===== src/rtl/shift_pkg.sv =====
`default_nettype none
// ============================================================================
// Module   : shift_pkg
// Brief    : Shared operation codes and sequencer state encoding for the
//            multi-cycle shifter controller.
// Revision : 1.0 - initial release
// ============================================================================
package shift_pkg;

    // Shift operation encodings
    localparam logic [1:0] OP_ROL = 2'b00;
    localparam logic [1:0] OP_SLL = 2'b01;
    localparam logic [1:0] OP_SRA = 2'b10;
    localparam logic [1:0] OP_SRL = 2'b11;

    // Stage amount select: 00 = 1, 01 = 2, 10 = 4, 11 = 8
    localparam logic [1:0] AMT_1 = 2'b00;
    localparam logic [1:0] AMT_2 = 2'b01;
    localparam logic [1:0] AMT_4 = 2'b10;
    localparam logic [1:0] AMT_8 = 2'b11;

    // Sequencer states: one pass per power-of-two amount, largest first
    typedef enum logic [2:0] {
        IDLE = 3'd0,
        ST8  = 3'd1,
        ST4  = 3'd2,
        ST2  = 3'd3,
        ST1  = 3'd4
    } state_t;

endpackage : shift_pkg
`default_nettype wire


===== src/rtl/shift_stage.sv =====
`default_nettype none
// ============================================================================
// Module   : shift_stage
// Brief    : Single combinational shift stage; shifts/rotates a 16-bit word
//            by 1, 2, 4 or 8 positions according to op.
// Revision : 1.0 - initial release
// ============================================================================
module shift_stage
    import shift_pkg::*;
(
    input  logic [15:0] in,
    input  logic [1:0]  op,
    input  logic [1:0]  amt,
    output logic [15:0] out
);

    logic [4:0]  k;
    logic [31:0] rot;

    // Decode the amount and apply the selected operation
    always_comb begin
        k   = 5'd1 << amt;
        // Shifting the doubled word left leaves the rotated result in the
        // upper half: bits leaving the MSB reappear at the LSB end.
        rot = {in, in} << k;
        out = in;
        case (op)
            OP_ROL:  out = rot[31:16];
            OP_SLL:  out = in << k;
            OP_SRA:  out = $signed(in) >>> k;
            OP_SRL:  out = in >> k;
            default: out = in;
        endcase
    end

endmodule : shift_stage
`default_nettype wire


===== src/rtl/shift_ctrl.sv =====
`default_nettype none
// ============================================================================
// Module   : shift_ctrl
// Brief    : Multi-cycle shift sequencer. Captures one request, then makes
//            four passes (8, 4, 2, 1) through one shared shift stage, each
//            pass applied only when the matching amount bit is set.
// Revision : 1.0 - initial release
// ============================================================================
module shift_ctrl
    import shift_pkg::*;
(
    input  logic        clk,
    input  logic        rst_n,
    input  logic        start,
    input  logic [15:0] in,
    input  logic [1:0]  op,
    input  logic [3:0]  cnt,
    output logic        busy,
    output logic        done,
    output logic [15:0] out
);

    state_t      state_q, state_d;
    logic [15:0] acc_q,   acc_d;
    logic [1:0]  op_q,    op_d;
    logic [3:0]  cnt_q,   cnt_d;
    logic [15:0] out_q,   out_d;
    logic        done_q,  done_d;

    logic [1:0]  stage_amt;
    logic [15:0] stage_out;
    logic [15:0] pass_val;

    // Stage amount follows the current pass; the matching cnt bit gates it
    always_comb begin
        stage_amt = AMT_1;
        case (state_q)
            ST8:     stage_amt = AMT_8;
            ST4:     stage_amt = AMT_4;
            ST2:     stage_amt = AMT_2;
            ST1:     stage_amt = AMT_1;
            default: stage_amt = AMT_1;
        endcase
        // AMT_n encodes log2(n), which is also the cnt bit index for that pass
        pass_val = cnt_q[stage_amt] ? stage_out : acc_q;
    end

    shift_stage u_stage (
        .in  (acc_q),
        .op  (op_q),
        .amt (stage_amt),
        .out (stage_out)
    );

    // Next-state and datapath update for the sequencer
    always_comb begin
        state_d = state_q;
        acc_d   = acc_q;
        op_d    = op_q;
        cnt_d   = cnt_q;
        out_d   = out_q;
        done_d  = 1'b0;
        case (state_q)
            IDLE: begin
                if (start) begin
                    acc_d   = in;
                    op_d    = op;
                    cnt_d   = cnt;
                    state_d = ST8;
                end
            end
            ST8: begin
                acc_d   = pass_val;
                state_d = ST4;
            end
            ST4: begin
                acc_d   = pass_val;
                state_d = ST2;
            end
            ST2: begin
                acc_d   = pass_val;
                state_d = ST1;
            end
            ST1: begin
                acc_d   = pass_val;
                out_d   = pass_val;
                done_d  = 1'b1;
                state_d = IDLE;
            end
            default: state_d = IDLE;
        endcase
    end

    // State and output registers; reset discards any in-flight request
    always_ff @(posedge clk or negedge rst_n) begin
        if (!rst_n) begin
            state_q <= IDLE;
            acc_q   <= 16'h0000;
            op_q    <= 2'b00;
            cnt_q   <= 4'h0;
            out_q   <= 16'h0000;
            done_q  <= 1'b0;
        end else begin
            state_q <= state_d;
            acc_q   <= acc_d;
            op_q    <= op_d;
            cnt_q   <= cnt_d;
            out_q   <= out_d;
            done_q  <= done_d;
        end
    end

    // busy is a decode of the state flop only, so no input reaches an output
    assign busy = (state_q != IDLE);
    assign done = done_q;
    assign out  = out_q;

endmodule : shift_ctrl
`default_nettype wire


===== config.mk =====
export PLATFORM = sky130hd
export DESIGN_NAME = shift_ctrl
export DESIGN_NICKNAME = d
export VERILOG_FILES = /design/src/rtl/shift_pkg.sv /design/src/rtl/shift_stage.sv /design/src/rtl/shift_ctrl.sv
export SDC_FILE = /design/constraint.sdc
export NUM_CORES = 1
export LEC_CHECK = 0
export BUFFER_PORTS_ARGS = -buffer_cell sky130_fd_sc_hd__buf_2
export CORE_UTILIZATION = 62
export DETAILED_ROUTE_END_ITERATION = 7
export PLACE_DENSITY = 0.94
export RECOVER_POWER = 50
export SLEW_MARGIN = 20
export SYNTH_ARGS = -nofsm -noshare
export SYNTH_HDL_FRONTEND = slang
export SYNTH_HIERARCHICAL = 1
export SYNTH_SLANG_ARGS = --single-unit

===== constraint.sdc =====
create_clock -name clk -period 3.5 [get_ports clk]
set_clock_uncertainty 0.15 [all_clocks]
set_input_delay 0.175 -clock clk [delete_from_list [all_inputs] [get_ports clk]]
set_output_delay 0.175 -clock clk [all_outputs]
set_load 0.005 [all_outputs]

# Word-level counts from Yosys, hierarchy flattened
# Index checks and enable logic that the tools add are counted.
[word_totals]
ff_bits = 42
in_bits = 25
[classes]
order_cmp = 1
n_eq_ne = 8
n_shift = 5
muxes = 10
n_reduce_logical = 7
[ops]
columns = ["operator", "n"]
rows = [
  ["$pmux W16 S4", 1],
  ["$mux W16", 2],
  ["$pmux W16 S2", 1],
  ["$shl A32 B5 Y32", 1],
  ["$shl A16 B5 Y16", 1],
  ["$shr A16 B5 Y16", 1],
  ["$sshr A16 B5 Y16", 1],
  ["$pmux W3 S4", 1],
  ["$eq A3 B2 Y1 const B", 2],
  ["$pmux W2 S3", 1],
  ["$shl A1 B2 Y5 const A", 1],
  ["$eq A2 B2 Y1 const B", 2],
  ["$reduce_and A2 Y1", 2],
  ["$reduce_or A4 Y1", 1],
  ["$eq A3 B1 Y1 const B", 1],
  ["$eq A3 B3 Y1 const B", 1],
  ["$logic_not A3 Y1", 1],
  ["$lt A2 B3 Y1 const B", 1],
  ["$mux W3", 1],
  ["$reduce_bool A3 Y1", 1],
  ["$bmux W1 S2", 1],
  ["$eq A2 B1 Y1 const B", 1],
  ["$logic_not A2 Y1", 1],
  ["$mux W1", 2],
  ["2 further kinds", 2],
]

# Logic depth before layout (Yosys ltp)
# Gate-level depths: netlist of run 1.
[depth]
depth_word = 7
ltp_mapped = 11
ltp_nobuf = 8

# Modules after synthesis
# The synthesis of run 1 kept the hierarchy.
[by_module_without_submodules]
columns = ["mod", "instances", "cells_per_inst", "area_each_um2", "seq_area_each_um2"]
rows = [
  ["shift_ctrl", 1, 155, 1880.6, 1051.0],
  ["shift_stage", 1, 127, 1063.5, 0.0],
]

# Worst setup path before layout of run 1
# No wires, ideal clock.
[synth_path]
path_type = "reg2reg"
start = "register state_q[0]"
end = "register acc_q[2]"
setup_time_ns = 0.123
arrival_time_ns = 2.063
required_time_ns = 3.227
slack_ns = 1.164
path_stages_with_launch = 8
n_path_buf = 1
synth_period_minus_slack_ns = 2.336
path_cell_list = "dfrtp_1 nor2b_1 buf_2 mux2_1 o2111ai_1 o21ai_1 a22o_1 o221a_2"
[synth_between]
elab_chain_cells = 7
elab_cells_between_ends = 20
cone_classes = "5 x eq/ne; 5 x shift; 6 x mux; 4 x reduce/logical"
[synth_lines]
columns = ["element", "line", "source"]
rows = [
  ["start: declaration", "shift_ctrl.sv:23", "state_t state_q, state_d;"],
  ["start signal: assignment", "shift_ctrl.sv:104", "state_q <= state_d;"],
  ["$eq A3 B2 Y1 / $eq A3 B1 Y1 (equally long branches)", "shift_ctrl.sv:37", "case (state_q)"],
  ["$pmux W2 S3 *", "shift_ctrl.sv:37", ""],
  ["named net stage_amt[0]", "shift_ctrl.sv:30", "logic [1:0] stage_amt;"],
  ["$shl A1 B2 Y5 *", "shift_stage.sv:22", "k = 5'd1 << amt;"],
  ["$shr A16 B5 Y16 (tied with other cells)", "shift_stage.sv:31", "OP_SRL: out = in >> k;"],
  ["$pmux W16 S4 *", "shift_stage.sv:27", "case (op)"],
  ["named net stage_out[2]", "shift_ctrl.sv:31", "logic [15:0] stage_out;"],
  ["$mux W16 *", "shift_ctrl.sv:45", "pass_val = cnt_q[stage_amt] ? stage_out : acc_q;"],
  ["$pmux W16 S2 *", "shift_ctrl.sv:63", "case (state_q)"],
  ["end signal: assignment", "shift_ctrl.sv:98", "acc_q <= 16'h0000;"],
  ["end signal: assignment", "shift_ctrl.sv:105", "acc_q <= acc_d;"],
  ["end: declaration", "shift_ctrl.sv:24", "logic [15:0] acc_q, acc_d;"],
]
# The timed path passes the listed nets; every way through them passes the cells marked *. The select of a mux whose other input is x is not followed.
# A chain may end at the register's enable or synchronous reset.

# Worst setup path after layout of run 1
# Ends and elaborated chain as after synthesis.

==> results of run 1 <==
[sequential cells by signal, indices dropped and copies added (netlist names)]
signal and count:
acc_q 16, out 16, cnt_q 4, state_q 3, op_q 2, done 1
[synth_stat cells, drive strengths merged (2+ instances only)]
cell	count
nor3	3
nor2b	6
a211oi	3
mux4	18
clkbuf	7
a21oi	25
mux2	9
dfrtp	42
o21ai	14
mux2i	24
and2	2
o221a	18
nand2	9
nor4bb	2
nor2	36
nand2b	3
o211ai	4
or3	17
buf	19
inv	5
[how the worst max path moves through the flow]
stage / from / end / slack (ns) / cells past startpoint
4_1_cts: state_q[0] / acc_q[2] / 0.83 / 5
3_3_place_gp: state_q[0] / acc_q[2] / 0.92 / 5
5_1_grt: rst_n / op_q[1] / 0.53 / 2
2_1_floorplan: state_q[0] / acc_q[2] / 1.16 / 7
6_report: state_q[0] / acc_q[2] / 0.79 / 5
3_5_place_dp: state_q[0] / acc_q[2] / 0.84 / 5
[final cells by class]
cell class / count / area, um2
multi-input cells: 209 / 1760
fillers: 308 / 1120
flip-flops and latches: 42 / 1050
repair buffers: 57 / 347
clock buffers: 5 / 68.8
well taps: 52 / 65.1
clock inverters: 3 / 18.8
inverters: 5 / 18.8
[metrics by stage]
stage | cell area, um2 | hold slack, ns | instances | utilization | setup WS (ns)
after global placement | 3170 | 0.195 | 358 | 0.714 | 0.917
after floorplan | 2940 | -0.271 | 282 | - | 1.16
after CTS | 3330 | 0.0153 | 373 | 0.750 | 0.831
after global routing | 3330 | 0.0608 | 373 | 0.748 | 0.527
final | 3330 | 0.0565 | 373 | 0.748 | 0.790
after detailed placement | 3170 | 0.218 | 358 | 0.714 | 0.845
[cells by family after synthesis]
family | after synthesis | share of synthesized area
buffers and inverters | 31 | 0.0531
AO/OA/AOI/OAI | 74 | 0.190
AND/OR/NAND/NOR | 83 | 0.142
XOR/XNOR | 1 | 0.00298
flip-flops | 42 | 0.357
multiplexers | 51 | 0.255
[metal layers]
metal / up-vias / track usage / share of wire
met4: 0 / 0.104 / 0.021
met5: - / 0 / 0
li1: 1148 / - / -
met2: 135 / 0.519 / 0.49
met3: 14 / 0.0655 / 0.076
met1: 1241 / 0.444 / 0.41
[worst reg2reg max path, cell delays in order, from the launching register on]
cell and delay [ns]:
sky130_fd_sc_hd__dfrtp_1 0.49, sky130_fd_sc_hd__nor2b_4 0.58, sky130_fd_sc_hd__buf_4 0.34, sky130_fd_sc_hd__mux4_2 0.53, sky130_fd_sc_hd__a22o_1 0.23, sky130_fd_sc_hd__o221a_2 0.29
==> insert_results.sql, run 1 <==
INSERT INTO impl_metrics (metric_group, metric, value, unit) VALUES
('routing', 'detail_route.iter0.violations', '287', ''),
('cts', 'post_cts_buffers', '0', ''),
('synth', 'synth_async_sr_flop_share', '1.00', ''),
('cts', 'clock_sink_count', '42', ''),
('run_status', 'violations', 'capacitance limit, slew limit', ''),
('cts', 'ctsLongestPathBuffers', '2', ''),
('synth', 'post_synth_num_cell_types', '46', ''),
('run_status', 'status', 'complete, but fails checks', ''),
('cts', 'holdBufCountCts', '7', ''),
('synth', 'synth_enable_flop_cells', '0', ''),
('job', 'max-cap-violations', '1', ''),
('global_route', 'globalRouteTotalUtil', '0.323', ''),
('synth', 'net_count_after_synthesis', '307', ''),
('routing', 'route.detailed.drc', '0', ''),
('placed_design', 'dp.final_hpwl', '4990', 'um'),
('synth', 'number_of_warning_messages_in_the_yosys_log', '6', ''),
('setup_path', 'r2r-start', 'state_q[0]', ''),
('synth', 'netlist.top_cell.by_area', 'sky130_fd_sc_hd__dfrtp_1', ''),
('cells_and_area', 'fraction_of_layout_instances_using_a_drive_strength_above_1', '0.290', ''),
('setup_path', 'regToRegEndpoint', 'acc_q[2]', ''),
('cts', 'worst_setup_hold_path_clk_slew', '0.09', 'ns'),
('cells_and_area', 'nNetsFinal', '345', ''),
('setup_path', 'cp.arrival', '2.76', 'ns'),
('synth', 'yosys_register_bits', '42', ''),
('min_path', 'timing.hold.worst.class', 'input pin to flop', ''),
('cells_and_area', 'insertedDiodeCount', '0', ''),
('global_route', 'first_global_vias', '2457', ''),
('setup_path', 'cp_max_fo', '21', ''),
('setup_path', 'critical_path.max_stage_delay', '0.58', 'ns'),
('setup_path', 'setup.worst_path.end_class', 'flop', ''),
('setup_path', 'rr_worst_depth', '5', ''),
('floorplanning', 'pin_count', '43', ''),
('sta', 'worst_max_slew_pin_slew', '2.17', 'ns'),
('synth', 'dominantRegCellSynth', 'sky130_fd_sc_hd__dfrtp_1', ''),
('setup_path', 'r2r_slack', '0.79', 'ns'),
('cts', 'clock_tree_from_tritoncts', 'yes', ''),
('setup_path', 'critical_path.slowest_cell', 'sky130_fd_sc_hd__nor2b_4', ''),
('sta', 'slew_viol_final', '43', ''),
('cells_and_area', 'layout-area-overhead-vs-synth', '13.0', '%'),
('cts', 'cts_made_buffers', '5', ''),
('synth', 'post_synth_main_area_contributors', 'sky130_fd_sc_hd__dfrtp_1, sky130_fd_sc_hd__mux4_2, sky130_fd_sc_hd__mux2i_1', ''),
('setup_path', 'path_cells', 'nor2b_4, buf_4, mux4_2, a22o_1, o221a_2', ''),
('synth', 'synth_sequential_area_ratio', '0.357', ''),
('cells_and_area', 'final_cell_mix', 'sky130_fd_sc_hd__dfrtp_1, sky130_fd_sc_hd__buf_2, sky130_fd_sc_hd__nor2_1, sky130_fd_sc_hd__a21oi_1, sky130_fd_sc_hd__mux2i_1', ''),
('routing', 'avgViaCountPerCell', '6.80', ''),
('min_path', 'hold_depth', '3', ''),
('setup_path', 'worstSetupStartpointType', 'flop', ''),
('global_route', 'grt_antenna_before_repair', '0', ''),
('floorplanning', 'num_rows', '24', ''),
('sta', 'min_period', '2.71', 'ns'),
('sta', 'final_hold_violation_count', '0', ''),
('routing', 'wirelength', '7400', 'um'),
('cts', 'post_cts.resized_instances', '0', ''),
('routing', 'detail_route.first_pass.iterations', '7', ''),
('routing', 'wl_per_cell', '19.8', 'um'),
('sta', 'slew_headroom', '-0.448', ''),
('setup_path', 'timing_worst_setup_path_type', 'flop to flop', ''),
('synth', 'synth_top_area_share', '0.357', ''),
('global_route', 'global_route_wire_length_before_repair', '12500', 'um'),
('min_path', 'hold_start', 'start', ''),
('routing', 'ant_nets', '0', ''),
('synth', 'syn_area', '2940', 'um2'),
('setup_path', 'timing.critical_path.required', '3.55', 'ns'),
('placed_design', 'place.gp.congestion', '0.937', ''),
('floorplanning', 'floorplan.initialDensity', '0.662', ''),
('routing', 'vias', '2538', ''),
('setup_path', 'cpLargestDelayFamily', 'simple AND/OR/NAND/NOR gates', ''),
('floorplanning', 'placeableCoreArea', '4440', 'um2'),
('floorplanning', 'die_h', '70.9', 'um'),
('sta', 'fin_crit_sh', '0.774', ''),
('cells_and_area', 'layout_commonest_cell', 'sky130_fd_sc_hd__dfrtp_1', '');
Power of run 1 is left out: the tool's default activity adds up to more than one toggle a clock period on the data nets, which glitch-free logic cannot reach.
==> run 2, diff against run 1 <==
- CORE_UTILIZATION: 62 -> 52
- PLACE_DENSITY: 0.94 -> 0.85
- clock period: 3.5 -> 2.3 ns (I/O delays scaled with it)
==> run 2 against run 1 <==
- the flow finishes with violations (setup timing)
- cell count up 15%
- cell area up 14%
- non-clock buffer count up 38
- first-iteration DRC count up 58%
- critical endpoint is now acc_q[15]
==> insert_results.sql, run 2 (synthesis results as in run 1) <==
INSERT INTO impl_metrics (metric_group, metric, value, unit) VALUES
('run_status', 'status', 'complete, but fails checks', ''),
('run_status', 'violations', 'setup timing', ''),
('routing', 'avgViaCountPerCell', '6.42', ''),
('floorplanning', 'floorplan.die_area', '5970', 'um2'),
('routing', 'wirelength', '8300', 'um'),
('setup_path', 'cp.arrival', '2.34', 'ns'),
('global_route', 'first_global_vias', '2569', ''),
('sta', 'fmax', '434', 'MHz'),
('setup_path', 'setup.worst_path.end_class', 'flop', ''),
('global_route', 'grt_remaining_overflow', '0', ''),
('setup_path', 'timing.critical_path.required', '2.34', 'ns'),
('global_route', 'global_route_wire_length_before_repair', '12700', 'um'),
('global_route', 'grt_antenna_before_repair', '0', ''),
('cells_and_area', 'fraction_of_layout_instances_using_a_drive_strength_above_1', '0.394', ''),
('routing', 'detail_route.first_pass.iterations', '5', ''),
('floorplanning', 'num_rows', '27', ''),
('floorplanning', 'die_x', '77.2', 'um'),
('cells_and_area', 'final_cell_mix', 'sky130_fd_sc_hd__dfrtp_1, sky130_fd_sc_hd__buf_4, sky130_fd_sc_hd__buf_2, sky130_fd_sc_hd__nor2_1, sky130_fd_sc_hd__mux2i_1', ''),
('placed_design', 'dp.final_hpwl', '5250', 'um'),
('floorplanning', 'die_h', '77.2', 'um'),
('min_path', 'hold_depth', '3', ''),
('cells_and_area', 'layout-area-overhead-vs-synth', '28.8', '%'),
('sta', 'fin_crit_sh', '1.00', ''),
('job', 'max-cap-violations', '0', ''),
('floorplanning', 'pin_count', '43', ''),
('sta', 'min_period', '2.30', 'ns'),
('routing', 'route.detailed.drc', '0', ''),
('global_route', 'largest_net_degree_at_the_start_of_global_routing', '43', ''),
('placed_design', 'place.gp.congestion', '0.939', ''),
('cts', 'worst_setup_hold_path_clk_slew', '0.08', 'ns'),
('routing', 'ant_nets', '0', ''),
('setup_path', 'cp_max_fo', '6', ''),
('cts', 'clockRootBuffer', 'sky130_fd_sc_hd__clkbuf_8', ''),
('cells_and_area', 'insertedDiodeCount', '0', ''),
('cts', 'clock_tree_from_tritoncts', 'yes', ''),
('sta', 'slew_viol_final', '0', ''),
('cts', 'ctsLongestPathBuffers', '2', ''),
('sta', 'slew_headroom', '0.396', ''),
('cells_and_area', 'fillers', '395', ''),
('cts', 'clock_sink_count', '42', ''),
('cells_and_area', 'layout_commonest_cell', 'sky130_fd_sc_hd__dfrtp_1', ''),
('sta', 'worst_hold_slack', '0.00468', 'ns'),
('cells_and_area', 'post-route-util', '0.693', ''),
('cells_and_area', 'nNetsFinal', '383', ''),
('sta', 'worst_slack', '-0.00216', 'ns'),
('placed_design', 'dp_worst_setup_slack', '-0.0813', 'ns'),
('setup_path', 'rr_worst_depth', '8', ''),
('cts', 'cts_made_buffers', '5', ''),
('placed_design', 'port-buffer-count', '42', ''),
('sta', 'finalSetupViolCount', '1', ''),
('floorplanning', 'floorplan.initialDensity', '0.538', ''),
('min_path', 'timing.hold.worst.class', 'input pin to flop', ''),
('sta', 'grt_setup_unrepaired', 'yes', ''),
('floorplanning', 'placeableCoreArea', '5470', 'um2'),
('setup_path', 'timing_worst_setup_path_type', 'flop to flop', ''),
('cts', 'htreeDepth', '2', ''),
('sta', 'worst_max_slew_pin_slew', '0.906', 'ns'),
('cts', 'clkLatencyLatePin', '0.30', 'ns'),
('routing', 'wl_per_cell', '19.3', 'um'),
('routing', 'vias', '2762', ''),
('sta', 'final_hold_violation_count', '0', ''),
('routing', 'detail_route.iter0.violations', '453', ''),
('global_route', 'globalRouteTotalUtil', '0.271', ''),
('setup_path', 'worstSetupStartpointType', 'flop', '');
## run 2: area by class of cell
class	count	area (um2)	share of cell area
Timing Repair Buffer	95	708	0.187
Inverter	5	18.8	0.00495
Clock inverter	1	30.0	0.00792
Clock buffer	6	82.6	0.0218
Multi-Input combinational cell	209	1810	0.478
Sequential cell	42	1050	0.277
Tap cell	72	90.1	0.0238
## run 2: critical path, stage by stage, from the launching register on
cell and delay [ns]:
sky130_fd_sc_hd__dfrtp_1 0.40, sky130_fd_sc_hd__xnor2_1 0.13, sky130_fd_sc_hd__buf_4 0.14, sky130_fd_sc_hd__nor2_4 0.23, sky130_fd_sc_hd__buf_6 0.18, sky130_fd_sc_hd__mux4_2 0.51
sky130_fd_sc_hd__nor2_2 0.11, sky130_fd_sc_hd__nor2_2 0.07, sky130_fd_sc_hd__o221a_1 0.27
## run 2: stage by stage
| stage | instances | TNS, ns | instance area (um2) |
|---|---|---|---|
| after global placement | 399 | -0.0186 | 3360 |
| after detailed placement | 399 | -0.114 | 3360 |
| after CTS | 414 | 0 | 3570 |
| after global routing | 430 | -0.841 | 3790 |
| after floorplan | 282 | 0 | 2950 |
| final | 430 | -0.00216 | 3790 |
## run 2: path summary, 6_finish.rpt
kind | from | end | slack [ns]
setup / recovery | state_q[1] | acc_q[15] | -0.002
hold / removal | in[12] | acc_q[12] | 0.005
setup reg to reg | state_q[1] | acc_q[15] | -0.002
hold reg to reg | cnt_q[3] | cnt_q[3] | 0.36
max in group asynchronous | rst_n | cnt_q[3] | 1.11
min in group asynchronous | rst_n | done | 0.33
## run 2: timing repair
item / 4_1_cts / 5_1_grt
pin swaps: 1 / 15
gates resized for setup: 3 / 17
endpoints found under the hold margin: 49 / 0
endpoints found under the setup margin: 2 / 20
buffers inserted: 0 / 14
hold buffers: 8 / 0
gates cloned: 0 / 2
## run 2: per-layer routing
| layer | global-route usage | up-vias | part of all wire | routed length [um] |
|---|---|---|---|---|
| met5 | 0 | - | 0 | 0 |
| met2 | 0.439 | 171 | 0.50 | 4150 |
| li1 | - | 1224 | - | - |
| met3 | 0.0595 | 24 | 0.089 | 739 |
| met1 | 0.365 | 1343 | 0.39 | 3200 |
| met4 | 0.0774 | 0 | 0.025 | 204 |
Power of run 2 is left out for the same reason.
==> run 3, diff against run 2 <==
- CORE_UTILIZATION: 52 -> 53
- SYNTH_HIERARCHICAL: 1 -> unset
- clock period: 2.3 -> 2 ns (I/O delays scaled with it)
==> run 3 against run 2 <==
- the run ends with DRC, hold timing, setup timing left
- critical path depth is the same
- routed wire length is 130% higher
- die area increased by 16%
- global-route usage increased by 20 points
- utilization is 20 points higher
- fmax is 3.2% higher
- flip-flop and latch count is the same
- hold slack lost 0.011 ns
- synthesized cell count up 66%
- via count increased by 92%
==> insert_results.sql, run 3 <==
INSERT INTO impl_metrics (metric_group, metric, value, unit) VALUES
('setup_path', 'cpLargestDelayFamily', 'compound AO/OA/AOI/OAI gates', ''),
('sta', 'slew_viol_final', '0', ''),
('setup_path', 'cp_max_fo', '7', ''),
('routing', 'wl_per_cell', '27.2', 'um'),
('sta', 'finalSetupViolCount', '32', ''),
('cells_and_area', 'final_cell_mix', 'sky130_fd_sc_hd__buf_4, sky130_fd_sc_hd__nand2_1, sky130_fd_sc_hd__buf_2, sky130_fd_sc_hd__dfrtp_1, sky130_fd_sc_hd__a21oi_1', ''),
('sta', 'min_period', '2.23', 'ns'),
('cts', 'ctsLongestPathBuffers', '2', ''),
('sta', 'fmax', '448', 'MHz'),
('floorplanning', 'pin_count', '43', ''),
('setup_path', 'worstSetupStartpointType', 'flop', ''),
('setup_path', 'rr_worst_depth', '8', ''),
('cts', 'worst_setup_hold_path_clk_slew', '0.10', 'ns'),
('cts', 'clock_sink_count', '42', ''),
('cells_and_area', 'post-route-util', '0.892', ''),
('cells_and_area', 'nNetsFinal', '661', ''),
('cts', 'htreeDepth', '2', ''),
('sta', 'fin_crit_sh', '1.11', ''),
('sta', 'grt_setup_unrepaired', 'yes', ''),
('min_path', 'worst_hold_path.endpoint', 'acc_q[1]', ''),
('routing', 'wirelength', '19400', 'um'),
('setup_path', 'timing.critical_path.required', '2.02', 'ns'),
('synth', 'syn_avg_cell_area', '7.48', 'um2'),
('floorplanning', 'die_x', '83.3', 'um'),
('cells_and_area', 'insertedDiodeCount', '0', ''),
('floorplanning', 'num_rows', '29', ''),
('routing', 'detail_route.first_pass.iterations', '8', ''),
('cts', 'clkLatencyLatePin', '0.31', 'ns'),
('cells_and_area', 'multi_input_area', '2620', 'um2'),
('setup_path', 'regToRegEndpoint', 'acc_q[9]', ''),
('routing', 'ant_nets', '0', ''),
('sta', 'final_hold_violation_count', '1', ''),
('setup_path', 'critical_path.max_stage_delay', '0.49', 'ns'),
('cts', 'cts_made_buffers', '5', ''),
('min_path', 'hold_start', 'in[1]', ''),
('setup_path', 'cp.arrival', '2.25', 'ns'),
('synth', 'synthMostInstantiatedCell', 'sky130_fd_sc_hd__nand2_1', ''),
('min_path', 'timing.hold.worst.class', 'input pin to flop', ''),
('routing', 'vias', '5315', ''),
('floorplanning', 'die_h', '83.3', 'um'),
('setup_path', 'setup.worst_path.end_class', 'flop', ''),
('global_route', 'largest_net_degree_at_the_start_of_global_routing', '43', ''),
('routing', 'avgViaCountPerCell', '7.44', ''),
('synth', 'postSynthCellCount', '469', ''),
('global_route', 'grt_antenna_before_repair', '1', ''),
('synth', 'synth_enable_flop_cells', '0', ''),
('synth', 'yosys_register_bits', '42', ''),
('sta', 'worst_max_slew_pin_slew', '1.15', 'ns'),
('synth', 'net_count_after_synthesis', '494', ''),
('routing', 'route.detailed.drc', '113', ''),
('floorplanning', 'placeableCoreArea', '6350', 'um2'),
('synth', 'synth_top_area_share', '0.300', ''),
('run_status', 'violations', 'DRC, hold timing, setup timing', ''),
('cells_and_area', 'register_area', '1050', 'um2'),
('setup_path', 'r2r_slack', '-0.23', 'ns'),
('setup_path', 'critical_path_buf_inv_count', '2', ''),
('placed_design', 'dp_worst_setup_slack', '-0.265', 'ns'),
('synth', 'netlist.top_cell.by_area', 'sky130_fd_sc_hd__dfrtp_1', ''),
('job', 'max-cap-violations', '0', ''),
('placed_design', 'place.gp.congestion', '1.09', ''),
('cts', 'clock_tree_from_tritoncts', 'yes', ''),
('synth', 'number_of_warning_messages_in_the_yosys_log', '0', ''),
('global_route', 'global_route_wire_length_before_repair', '25400', 'um'),
('global_route', 'first_global_vias', '4699', ''),
('routing', 'detail_route.iter0.violations', '1159', ''),
('run_status', 'status', 'complete, but fails checks', ''),
('cts', 'clockRootBuffer', 'sky130_fd_sc_hd__clkbuf_8', ''),
('synth', 'syn_area', '3510', 'um2'),
('global_route', 'grt_remaining_overflow', '0', ''),
('synth', 'post_synth_num_cell_types', '60', ''),
('floorplanning', 'floorplan.initialDensity', '0.552', ''),
('cells_and_area', 'layout_commonest_cell', 'sky130_fd_sc_hd__buf_4', ''),
('sta', 'worst_slack', '-0.230', 'ns'),
('placed_design', 'dp.final_hpwl', '11600', 'um'),
('cells_and_area', 'fraction_of_layout_instances_using_a_drive_strength_above_1', '0.484', ''),
('synth', 'dominantRegCellSynth', 'sky130_fd_sc_hd__dfrtp_1', ''),
('min_path', 'hold_depth', '3', ''),
('placed_design', 'port-buffer-count', '42', ''),
('setup_path', 'critical_path.slowest_cell', 'sky130_fd_sc_hd__dfrtp_2', ''),
('synth', 'post_synth_main_area_contributors', 'sky130_fd_sc_hd__dfrtp_1, sky130_fd_sc_hd__a21oi_1, sky130_fd_sc_hd__nand2_1', ''),
('global_route', 'globalRouteTotalUtil', '0.474', ''),
('sta', 'slew_headroom', '0.231', ''),
('setup_path', 'r2r-start', 'state_q[2]', ''),
('synth', 'synth_sequential_area_ratio', '0.300', ''),
('setup_path', 'path_cells', 'buf_6, nand3b_1, buf_4, a21oi_4, or2_4, nor2_2, a22oi_1, o21ai_0', ''),
('cells_and_area', 'fillers', '291', ''),
('synth', 'synth_async_sr_flop_share', '1.00', ''),
('sta', 'worst_hold_slack', '-0.00592', 'ns'),
('synth', 'synth_top_cells_by_count', 'sky130_fd_sc_hd__nand2_1, sky130_fd_sc_hd__a21oi_1, sky130_fd_sc_hd__o21ai_0', ''),
('floorplanning', 'floorplan.die_area', '6940', 'um2'),
('cells_and_area', 'layout-area-overhead-vs-synth', '61.6', '%'),
('setup_path', 'timing_worst_setup_path_type', 'flop to flop', '');
-- run 3: changes by cell type in the layout (fill, tap and decap cells not counted), sizes merged, moves of 18 or more --
cell,change
buf,+109
nand2,+53
o21ai,+31
a21oi,+28
o22ai,+19
mux4,-18
o221a,-18
-- run 3: repair_timing --
action                                  CTS  global route
pin swaps                                12            42
gates cloned                              0             1
endpoints found under the setup margin   31            36
resized for setup                        52           122
buffers inserted                          8            22
hold buffers                             22             0
hold endpoints to repair                 63             0
-- run 3: metal layers --
metal  part of all wire  wire [um]  global-route usage
met1               0.34       6550               0.625
met2               0.41       7980               0.722
met3               0.15       2990               0.108
met4              0.097       1880               0.255
met5                  0          0                   0
-- run 3: worst max path at each step --
stage                          start   endpoint  slack (ns)  cells after the start
after floorplan           state_q[0]     out[0]        0.14                      8
final                     state_q[2]   acc_q[9]       -0.23                      8
after global routing      state_q[0]     out[7]       -0.26                     10
after global placement    state_q[0]  acc_q[10]       -0.17                      8
after detailed placement  state_q[0]    out[10]       -0.27                      8
after CTS                 state_q[2]  acc_q[14]       -0.06                      8
-- run 3: stage by stage --
step | std cells | setup TNS, ns | instance area, um2
after floorplan | 469 | 0 | 3510
after global placement | 655 | -2.62 | 4490
after detailed placement | 655 | -3.80 | 4490
after CTS | 693 | -0.380 | 5060
after global routing | 714 | -5.01 | 5660
final | 714 | -4.04 | 5660
-- run 3: layout make-up --
cell class,instances,share of cell area
Clock buffer,6,0.0146
Clock inverter,2,0.00287
Inverter,11,0.00839
Multi-Input combinational cell,364,0.462
Sequential cell,42,0.186
Tap cell,77,0.0170
Timing Repair Buffer,212,0.309
-- run 3: cells by family after synthesis --
group           share of synthesized area
compound gates                      0.340
simple gates                        0.214
buf+inv                            0.0903
flops                               0.300
mux                                0.0560
-- run 3: worst register-to-register path, cell delays in order (launching register included) --
cell and delay, ns:
sky130_fd_sc_hd__dfrtp_2 0.49, sky130_fd_sc_hd__buf_6 0.16, sky130_fd_sc_hd__nand3b_1 0.19, sky130_fd_sc_hd__buf_4 0.18, sky130_fd_sc_hd__a21oi_4 0.20, sky130_fd_sc_hd__or2_4 0.20, sky130_fd_sc_hd__nor2_2 0.08, sky130_fd_sc_hd__a22oi_1 0.23
sky130_fd_sc_hd__o21ai_0 0.20
Power of run 3 is left out for the same reason.
